`src/rtl/weight_bias_loader.sv`:
```
`default_nettype none
// ============================================================================
//  Module   : weight_bias_loader
//  Purpose  : Write-side sequencer that turns a valid/ready word stream into
//             weight/bias strobes for one layer of ELM neurons. Each neuron
//             receives NUM_WEIGHT weights followed by one bias.
//  Revision : 1.0  initial release
// ============================================================================
module weight_bias_loader #(
  parameter int DATA_WIDTH   = 16,
  parameter int NUM_WEIGHT   = 128,
  parameter int NUM_NEURONS  = 64,
  parameter int FIRST_NEURON = 0
) (
  input  logic                    clk,
  input  logic                    rst,
  input  logic                    start,
  input  logic [DATA_WIDTH-1:0]   layer_sel,
  input  logic [DATA_WIDTH-1:0]   s_data,
  input  logic                    s_valid,
  input  logic                    s_last,
  output logic                    s_ready,
  output logic [DATA_WIDTH-1:0]   weightValue,
  output logic                    weightValid,
  output logic [DATA_WIDTH-1:0]   biasValue,
  output logic                    biasValid,
  output logic [2*DATA_WIDTH:0]   config_layer_num,
  output logic [2*DATA_WIDTH:0]   config_neuron_num,
  output logic                    busy,
  output logic                    done,
  output logic                    err_last
);

  localparam int CFG_W = 2*DATA_WIDTH + 1;
  localparam int W_CW  = (NUM_WEIGHT  > 1) ? $clog2(NUM_WEIGHT)  : 1;
  localparam int N_CW  = (NUM_NEURONS > 1) ? $clog2(NUM_NEURONS) : 1;
  localparam logic [W_CW-1:0] W_LAST = W_CW'(NUM_WEIGHT - 1);
  localparam logic [N_CW-1:0] N_LAST = N_CW'(NUM_NEURONS - 1);

  typedef enum logic [1:0] {
    S_IDLE   = 2'd0,
    S_WEIGHT = 2'd1,
    S_BIAS   = 2'd2,
    S_DONE   = 2'd3
  } state_t;

  state_t                  state_q, state_d;
  logic [W_CW-1:0]         w_cnt_q, w_cnt_d;
  logic [N_CW-1:0]         n_cnt_q, n_cnt_d;
  logic [DATA_WIDTH-1:0]   layer_q, layer_d;
  logic                    err_q, err_d;

  logic                    weight_valid_q;
  logic                    bias_valid_q;
  logic [DATA_WIDTH-1:0]   weight_value_q;
  logic [DATA_WIDTH-1:0]   bias_value_q;
  logic [CFG_W-1:0]        cfg_layer_q;
  logic [CFG_W-1:0]        cfg_neuron_q;

  logic                    accept;
  logic                    is_final;
  logic [CFG_W-1:0]        neuron_num;

  // Ready depends on state only: the neurons never push back.
  assign s_ready    = (state_q == S_WEIGHT) || (state_q == S_BIAS);
  assign accept     = s_valid && s_ready;
  assign is_final   = (state_q == S_BIAS) && (n_cnt_q == N_LAST);
  assign neuron_num = CFG_W'(FIRST_NEURON) + {{(CFG_W-N_CW){1'b0}}, n_cnt_q};

  // State, counters, latched layer and sticky s_last error.
  always_ff @(posedge clk or posedge rst) begin
    if (rst) begin
      state_q <= S_IDLE;
      w_cnt_q <= '0;
      n_cnt_q <= '0;
      layer_q <= '0;
      err_q   <= 1'b0;
    end else begin
      state_q <= state_d;
      w_cnt_q <= w_cnt_d;
      n_cnt_q <= n_cnt_d;
      layer_q <= layer_d;
      err_q   <= err_d;
    end
  end

  // Next-state sequencing: NUM_WEIGHT weights then one bias per neuron.
  always_comb begin
    state_d = state_q;
    w_cnt_d = w_cnt_q;
    n_cnt_d = n_cnt_q;
    layer_d = layer_q;
    err_d   = err_q;
    unique case (state_q)
      S_IDLE: begin
        if (start) begin
          state_d = S_WEIGHT;
          layer_d = layer_sel;
          w_cnt_d = '0;
          n_cnt_d = '0;
          err_d   = 1'b0;
        end
      end
      S_WEIGHT: begin
        if (accept) begin
          if (w_cnt_q == W_LAST) begin
            state_d = S_BIAS;
          end else begin
            w_cnt_d = w_cnt_q + 1'b1;
          end
        end
      end
      S_BIAS: begin
        if (accept) begin
          if (n_cnt_q == N_LAST) begin
            state_d = S_DONE;
          end else begin
            n_cnt_d = n_cnt_q + 1'b1;
            w_cnt_d = '0;
            state_d = S_WEIGHT;
          end
        end
      end
      S_DONE: begin
        state_d = S_IDLE;
      end
      default: begin
        state_d = S_IDLE;
      end
    endcase
    // s_last must appear on the final bias and nowhere else; the word is still delivered.
    if (accept && (s_last != is_final)) begin
      err_d = 1'b1;
    end
  end

  // Output registers: strobes, data and target numbers one cycle after accept.
  always_ff @(posedge clk or posedge rst) begin
    if (rst) begin
      weight_valid_q <= 1'b0;
      bias_valid_q   <= 1'b0;
      weight_value_q <= '0;
      bias_value_q   <= '0;
      cfg_layer_q    <= '0;
      cfg_neuron_q   <= '0;
    end else begin
      weight_valid_q <= accept && (state_q == S_WEIGHT);
      bias_valid_q   <= accept && (state_q == S_BIAS);
      if (accept && (state_q == S_WEIGHT)) begin
        weight_value_q <= s_data;
      end
      if (accept && (state_q == S_BIAS)) begin
        bias_value_q <= s_data;
      end
      // Target numbers only move together with a strobe, so they are stable between strobes.
      if (accept) begin
        cfg_layer_q  <= {{(CFG_W-DATA_WIDTH){1'b0}}, layer_q};
        cfg_neuron_q <= neuron_num;
      end
    end
  end

  assign weightValid       = weight_valid_q;
  assign biasValid         = bias_valid_q;
  assign weightValue       = weight_value_q;
  assign biasValue         = bias_value_q;
  assign config_layer_num  = cfg_layer_q;
  assign config_neuron_num = cfg_neuron_q;
  assign busy              = (state_q != S_IDLE);
  assign done              = (state_q == S_DONE);
  assign err_last          = err_q;

endmodule
`default_nettype wire

```
`config.mk`:
```
export PLATFORM = sky130hd
export DESIGN_NAME = weight_bias_loader
export DESIGN_NICKNAME = d
export VERILOG_FILES = /design/src/rtl/weight_bias_loader.sv
export SDC_FILE = /design/constraint.sdc
export NUM_CORES = 1
export LEC_CHECK = 0
export CORE_ASPECT_RATIO = 0.5
export CORE_UTILIZATION = 49
export DETAILED_ROUTE_END_ITERATION = 10
export PLACE_DENSITY = 0.89
export SYNTH_ARGS = -nofsm -noshare
export SYNTH_HDL_FRONTEND = slang
export SYNTH_SLANG_ARGS = --single-unit
```
`constraint.sdc`:
```
create_clock -name clk -period 7.8 [get_ports clk]
set_input_delay 1.95 -clock clk [delete_from_list [all_inputs] [get_ports clk]]
set_output_delay 1.95 -clock clk [all_outputs]
set_load 0.03 [all_outputs]
```
# Word level (Yosys, flattened, before mapping)
# Cells that the tools add are included.
[classes]
add_sub_neg = 2
n_mul = 0
n_div = 0
order_cmp = 0
eq_ne = 12
shifts = 0
muxes = 19
n_bitwise = 0
n_reduce_logical = 17
[op_table]
columns = ["cell", "count"]
rows = [
  ["$mux W7", 5],
  ["$pmux W7 S3", 1],
  ["$mux W6", 3],
  ["$pmux W6 S2", 1],
  ["$mux W2", 5],
  ["$ne A2 B2 Y1 const B", 5],
  ["$pmux W2 S4", 1],
  ["$reduce_and A4 Y1", 2],
  ["$reduce_bool A2 Y1", 4],
  ["$add A7 B1 Y7 const B", 1],
  ["$eq A7 B7 Y1 const B", 1],
  ["$add A6 B1 Y6 const B", 1],
  ["$eq A6 B6 Y1 const B", 1],
  ["$reduce_and A6 Y1", 1],
  ["$logic_and A1 B1 Y1", 5],
  ["$eq A2 B2 Y1 const B", 2],
  ["$reduce_and A2 Y1", 2],
  ["$mux W1", 3],
  ["$reduce_bool A3 Y1", 1],
  ["$eq A2 B1 Y1 const B", 1],
  ["$logic_not A2 Y1", 1],
  ["$ne A2 B1 Y1 const B", 1],
  ["$logic_or A1 B1 Y1", 1],
  ["$ne A1 B1 Y1", 1],
]
[totals]
ff_bits = 88
latch_bits = 0
ramBits = 0
romBits = 0
input_bits = 37
out_inout_bits = 104
word_cells = 61
memories = 0

# Depth between registers and ports, before layout
# Gate-level depths: netlist of run 1.
[logic_depth]
depth_word = 6
ltp_mapped = 8
depth_no_buf = 7

# Worst setup path before layout of run 1
# No wires, ideal clock.
[synth_path]
path_kind = "in2reg"
start = "input port s_valid"
end = "register bias_value_q[0] (netlist: biasValue[0])"
setup_ns = 0.125
arrival_ns = 2.935
required_ns = 7.675
path_slack_ns = 4.740
stages = 5
path_buffers = 2
cell_sequence = "and2_1 -> buf_2 -> nand2_2 -> buf_2 -> mux2_2"
[synth_via]
elab_chain_len = 2
[synth_lines]
columns = ["element", "line_no", "rtl"]
rows = [
  ["from (decl)", "20", "input logic s_valid,"],
  ["$logic_and A1 B1 Y1", "66", "assign accept = s_valid && s_ready;"],
  ["$logic_and A1 B1 Y1", "152", "if (accept && (state_q == S_BIAS)) begin"],
  ["to (signal assigned)", "153", "bias_value_q <= s_data;"],
  ["to (decl)", "56", "logic [DATA_WIDTH-1:0] bias_value_q;"],
]
# No other way between the ends.
# A chain may end at the register's enable or synchronous reset.

# Final worst setup path of run 1
[layout_path]
start = "input port s_valid"
end = "register bias_value_q[2] (netlist: biasValue[2])"
# Same word-level chain as after synthesis.

==> results of run 1 <==
area by class of cell:
cell class	instances	area, um2	area share [%]
clock buffers	12	256	4.94
multi-input cells	239	1530	29.5
flip-flops and latches	88	2200	42.4
repair buffers	97	968	18.7
clock inverters	3	65.1	1.25
well taps	108	135	2.60
inverters	8	31.3	0.603
critical path, cell delays in order:
cell             delay, ps
clkdlybuf4s50_1        550
and2_1                 810
nand2_2                470
mux2_2                 410
report_power, final:
group	leakage (uW)	total (uW)	internal, uW	switching (uW)
Clock	0.000159	455	296	160
Sequential	0.00110	751	646	106
Combinational	0.00120	1080	453	623
Total	0.00245	2280	1390	889
stage by stage:
step	worst slack, ps	hold WS (ps)	utilization (%)	instances
floorplan	3570	433	-	388
global placement	3530	440	64.1	540
finish	3820	458	68.3	555
CTS	3800	458	68.3	555
global route	3670	494	68.3	555
detailed placement	3430	448	64.1	540
cell families (layout without fill, tap and decap cells):
| group | after synthesis | count (layout) | share of synthesized area, % |
|---|---|---|---|
| flip-flops | 88 | 88 | 55.3 |
| XOR/XNOR | 1 | 1 | 0.220 |
| other | 1 | 44 | 0.0942 |
| adder cells (fa/ha/maj) | 7 | 7 | 2.20 |
| multiplexers | 50 | 50 | 14.1 |
| buffers and inverters | 61 | 120 | 10.2 |
| AND/OR/NAND/NOR | 107 | 107 | 12.2 |
| AO/OA/AOI/OAI | 30 | 30 | 5.60 |
final timing paths:
| path | startpoint | end | cells after the start |
|---|---|---|---|
| worst min register to register | layer_q[5] | config_layer_num[5] | 2 |
| min in group asynchronous | rst | weightValue[12] | 3 |
| max in group asynchronous | rst | layer_q[5] | 3 |
| worst max-delay path | s_valid | biasValue[2] | 4 |
| worst max register to register | state_q[0] | biasValue[2] | 5 |
| worst min-delay path | layer_q[5] | config_layer_num[5] | 2 |
metal layers:
layer  vias to the layer above  share of wire (%)
met3                        11                5.7
met5                         -                  0
li1                       1275                  -
met2                        96                 53
met1                      1329                 39
met4                         0                1.6
flip-flops by register name, indices dropped and copies added, names as in the netlist:
register and cells:
weightValue 16, config_neuron_num 6, w_cnt_q 7, n_cnt_q 6, biasValid 1, layer_q 16, biasValue 16, state_q 2
weightValid 1, err_last 1, config_layer_num 16
cell usage in the layout (no fill, tap or decap), types with 4 or more instances in the layout:
master	count
nand3_1	5
clkbuf_16	9
a21o_1	5
nand4_1	4
nand2_1	73
nor2_1	5
clkdlybuf4s50_1	96
conb_1	44
mux2_2	49
inv_1	6
ha_1	7
nor3_1	6
dfrtp_1	88
a22o_1	7
==> out/results.ini, run 1 <==
[die]
chipWidth_um=129
dieArea_um2=8510
io_pins=141
die_y_um=65.7
core_um2=7600
rows=22
initial_utilization_pct=52.4

[worst_hold_path]
hp-class=reg -> reg

[sta]
slew_headroom_pct=29.3
finalHoldViolations=0
rsz0062_at_grt=false
period_needed_ps=3980
tns_ps=0
drv_slew=0
fin_crit_sh_pct=51.1
tightest_slew_ps=1060
fin_skew_ps=6.15
setup-violations-final=0
fmax_mhz=251

[synthesis]
netlist_top_cells_area=dfrtp_1 (55%), mux2_2 (14%), buf_4 (8.3%), nand2_1 (6.9%), ha_1 (2.2%)
post_synth_most_frequent_cells=dfrtp_1 (88), nand2_1 (73), mux2_2 (49), buf_4 (44)
ys_types=40
synthFlopType=dfrtp_1
synth_area_um2=3980
syn_inst=345
synth_seq_area_share_pct=55.3
synthArstFlopShare_pct=100
synth_top_area_cell=dfrtp_1
syn_area_per_cell_um2=11.5
ys_ff_latch=88
synth_top_cell_area_share_pct=55.3
synth-edff-count=0
yosysMostFrequentCell=dfrtp_1
yosysWarnings=0

[drt]
antenna_left=0
routed_wl_um=8120
drcViolationCount=0
wire_per_inst_um=14.6
vias_per_cell=4.88
vias=2711
drt_iter0_markers=154
detail_route.first_pass.iterations=4

[global_route]
grt-ovfl-total=0
use_met1_pct=23.8
grt_max_degree=89
grt_first_pass_wirelength_um=13000
antenna_found_initial=0
grt_pass1_vias=2595
grt_usage_pct=20.7
use_met2_pct=37.2
busiest_layer=met2
use_met3_pct=5.78

[clock_network]
cts_root_buf=clkbuf_16
path_clk_slew_ps=60
cts_buffer_depth=2
cts-resized-gates=0
cts_setup_buffers=0
htreeDepth=3
cts_tree=built
hold_buffers=0
clock_latency_ps=330
cts_made_buffers=9
cts_sinks=88

[finish]
drive_gt1_share_pct=16.6
antennaDiodeCount=0
stdcell_area_um2=5190
fin_nets=487
fillCellCount=542
area_growth_pct=30.4

[worst_setup_path]
crit_path_start_kind=input pin
critPathArrivalTime_ps=4200
r2r_setup_slack_ps=5140
crit_path_end_kind=flop
crit_fanout=26
crit_type=in -> reg
critical_path_required_ps=8010

[placed_design]
gp_congestion=0.743
place_area_um2=4870
io_buffers=96
dp_hpwl_um=5510

[flow_run]
maxCapViolCount=0

[pwr]
power.leakage_uw=0.00245
fin_total_pwr_uw=2280
ir_drop_mv=0.253
pwr_density_cell_nw_per_um2=440

[run_status]
status=completed

Note: power is estimated with default switching activity, not from simulation.
==> run 2, diff against run 1 <==
--- a/config.mk
+++ b/config.mk
@@ -6,9 +6,9 @@
 export NUM_CORES = 1
 export LEC_CHECK = 0
 export CORE_ASPECT_RATIO = 0.5
-export CORE_UTILIZATION = 49
+export CORE_UTILIZATION = 41
 export DETAILED_ROUTE_END_ITERATION = 10
-export PLACE_DENSITY = 0.89
+export PLACE_DENSITY = 0.8
 export SYNTH_ARGS = -nofsm -noshare
 export SYNTH_HDL_FRONTEND = slang
 export SYNTH_SLANG_ARGS = --single-unit
==> constraint.sdc (replaced) <==
create_clock -name clk -period 3.2 [get_ports clk]
set_input_delay 0.8 -clock clk [delete_from_list [all_inputs] [get_ports clk]]
set_output_delay 0.8 -clock clk [all_outputs]
set_load 0.03 [all_outputs]
==> run 2 against run 1 <==
Against the previous run:
- register-to-register slack worse by 4200 ps
- critical path depth fell by 1
- clock skew increased by 0.51 ps
- core utilization down 11 points
- sequential power rose by 140%
- first-iteration DRC count is 0.65% higher
- critical endpoint is now s_ready
==> out/results.ini, run 2 (synthesized netlist as in run 1, its figures left out) <==
[run_status]
status=completed

[pwr]
p_comb_share_pct=48.3  ; +1.2 points
pwr_density_cell_nw_per_um2=1050  ; +140%
p_int_uw=3290  ; +140%
p_clk_share_pct=18.4  ; -1.6 points
power.leakage_uw=0.00246  ; +0.28%
power_switching_uw=2190  ; +150%
netSwitchingFraction_pct=40.0  ; +1.1 points
ir_drop_mv=0.362  ; +43%
seq_power_share_pct=33.3  ; +0.4 points

[clock_network]
cts_setup_buffers=0  ; unchanged
clock_latency_ps=340  ; about the same
cts_root_buf=clkbuf_16
path_clk_slew_ps=60  ; about the same
cts_tree=built
htreeDepth=3  ; unchanged
cts-resized-gates=0  ; unchanged
cts_made_buffers=9  ; unchanged
hold_buffers=0  ; unchanged
cts_sinks=88  ; unchanged
cts_buffer_depth=2  ; unchanged

[sta]
tns_ps=0  ; unchanged
tightest_slew_ps=812  ; -249 ps
drv_slew=0  ; unchanged
finalHoldViolations=0  ; unchanged
period_needed_ps=2650
setup-violations-final=0  ; unchanged
fin_skew_ps=6.66  ; +0.509 ps
fin_crit_sh_pct=82.9
rsz0062_at_grt=false
fin_hold_ws_ps=462  ; +3.91 ps
slew_headroom_pct=45.7  ; +16 points
fmax_mhz=377

[die]
chipWidth_um=141  ; +9.2%
die_y_um=71.7  ; +9.0%
io_pins=141  ; unchanged
rows=24  ; +9.1%
core_um2=9070  ; +19%
initial_utilization_pct=43.9  ; -8.5 points
dieArea_um2=10100  ; +19%

[worst_setup_path]
path_buf_inv=2  ; +1
crit_family=buffers and inverters
r2r_setup_slack_ps=980  ; -4160 ps
path_cells=inv_1, ha_1, clkdlybuf4s50_1
r2r_cells=7  ; +2
max_stage_delay_ps=680  ; -130 ps
rr_startpoint=state_q[0]
r2r-end=n_cnt_q[0]
critPathArrivalTime_ps=1850  ; -2350 ps
crit_path_start_kind=flop
crit_path_end_kind=output port
cp_slowest_cell=clkdlybuf4s50_1
crit_type=reg -> out
critical_path_required_ps=2400  ; -5610 ps
crit_fanout=4  ; -85%

[finish]
antennaDiodeCount=0  ; unchanged
final_cell_mix=clkdlybuf4s50_1 (96), dfrtp_1 (88), nand2_1 (73), mux2_2 (49), conb_1 (44)
area_growth_pct=31.5
fin_nets=491  ; +0.82%
drive_gt1_share_pct=17.5  ; +0.92 points
layout_commonest_cell=clkdlybuf4s50_1

[drt]
vias=2711  ; unchanged
vias_per_cell=4.66  ; -4.6%
detail_route.first_pass.iterations=4  ; unchanged
antenna_left=0  ; unchanged
routed_wl_um=8250  ; +1.5%
drcViolationCount=0  ; unchanged
drt_iter0_markers=155  ; +0.65%
wire_per_inst_um=14.2  ; -3.2%

[placed_design]
gp_congestion=0.778  ; +4.6%
dp_hpwl_um=5890  ; +6.9%
io_buffers=96  ; unchanged

[global_route]
grt-ovfl-total=0  ; unchanged
use_met3_pct=4.88  ; -0.90 points
grt_pass1_vias=2637  ; +1.6%
use_met1_pct=20.8  ; -3.0 points
grt_max_degree=42  ; -53%
grt_first_pass_wirelength_um=13400  ; +2.6%
antenna_found_initial=0  ; unchanged
use_met2_pct=30.7  ; -6.5 points
grt_usage_pct=17.6  ; -3.1 points
busiest_layer=met2

[worst_hold_path]
holdCritStartpoint=layer_q[10]
hold_end=config_layer_num[10]
holdPathStages=2  ; unchanged
hp-class=reg -> reg

[flow_run]
maxCapViolCount=0  ; unchanged

-- run 2: worst reg2reg max path, stage by stage, from the launching register on --
cell	delay (ps)
dfrtp_1	410
inv_1	140
ha_1	450
nand3_1	210
o21ai_2	320
nor2_1	90
mux2_2	280
a22o_1	230
-- run 2: per-stage QoR --
stage / std cells / power, uW / area (um2) / util [%] / setup WS [ps]
2_1_floorplan: 388 / 3530 / 4140 / - / 121
3_3_place_gp: 566 / 4430 / 4940 / 54.5 / 624
3_5_place_dp: 566 / 4500 / 4940 / 54.5 / 604
4_1_cts: 582 / 5540 / 5230 / 57.7 / 519
5_1_grt: 582 / 5770 / 5230 / 57.7 / 460
6_report: 582 / 5480 / 5230 / 57.7 / 546
-- run 2: per-layer routing --
layer | wire length [um] | vias up
li1 | - | 1286
met1 | 3380 | 1333
met2 | 4380 | 81
met3 | 354 | 11
met4 | 138 | 0
met5 | 0 | -
-- run 2: layout make-up --
cell class                 instances  area, um2
fill                             734       3830
sequential                        88       2200
multi-input combinational        239       1530
timing repair buffer             101       1010
clock buffer                      13        270
tap                              130        163
inverter                           8       31.3
clock inverter                     3       25.0
-- run 2: how the worst max path moves through the flow --
stage,start,endpoint,slack (ps),depth (start not counted)
6_report,state_q[0],s_ready,550,3
5_1_grt,state_q[0],s_ready,460,3
4_1_cts,state_q[0],s_ready,520,3
3_5_place_dp,s_valid,biasValue[0],600,4
3_3_place_gp,s_valid,biasValue[15],620,4
2_1_floorplan,rst,biasValid,120,1
-- run 2: power groups by stage --
stage / registers (uW) / clock network, uW / logic (uW)
2_1_floorplan: 2440 / 0 / 1090
3_3_place_gp: 1810 / 0 / 2610
3_5_place_dp: 1840 / 0 / 2660
4_1_cts: 1830 / 1040 / 2680
5_1_grt: 1880 / 1080 / 2810
6_report: 1820 / 1010 / 2650
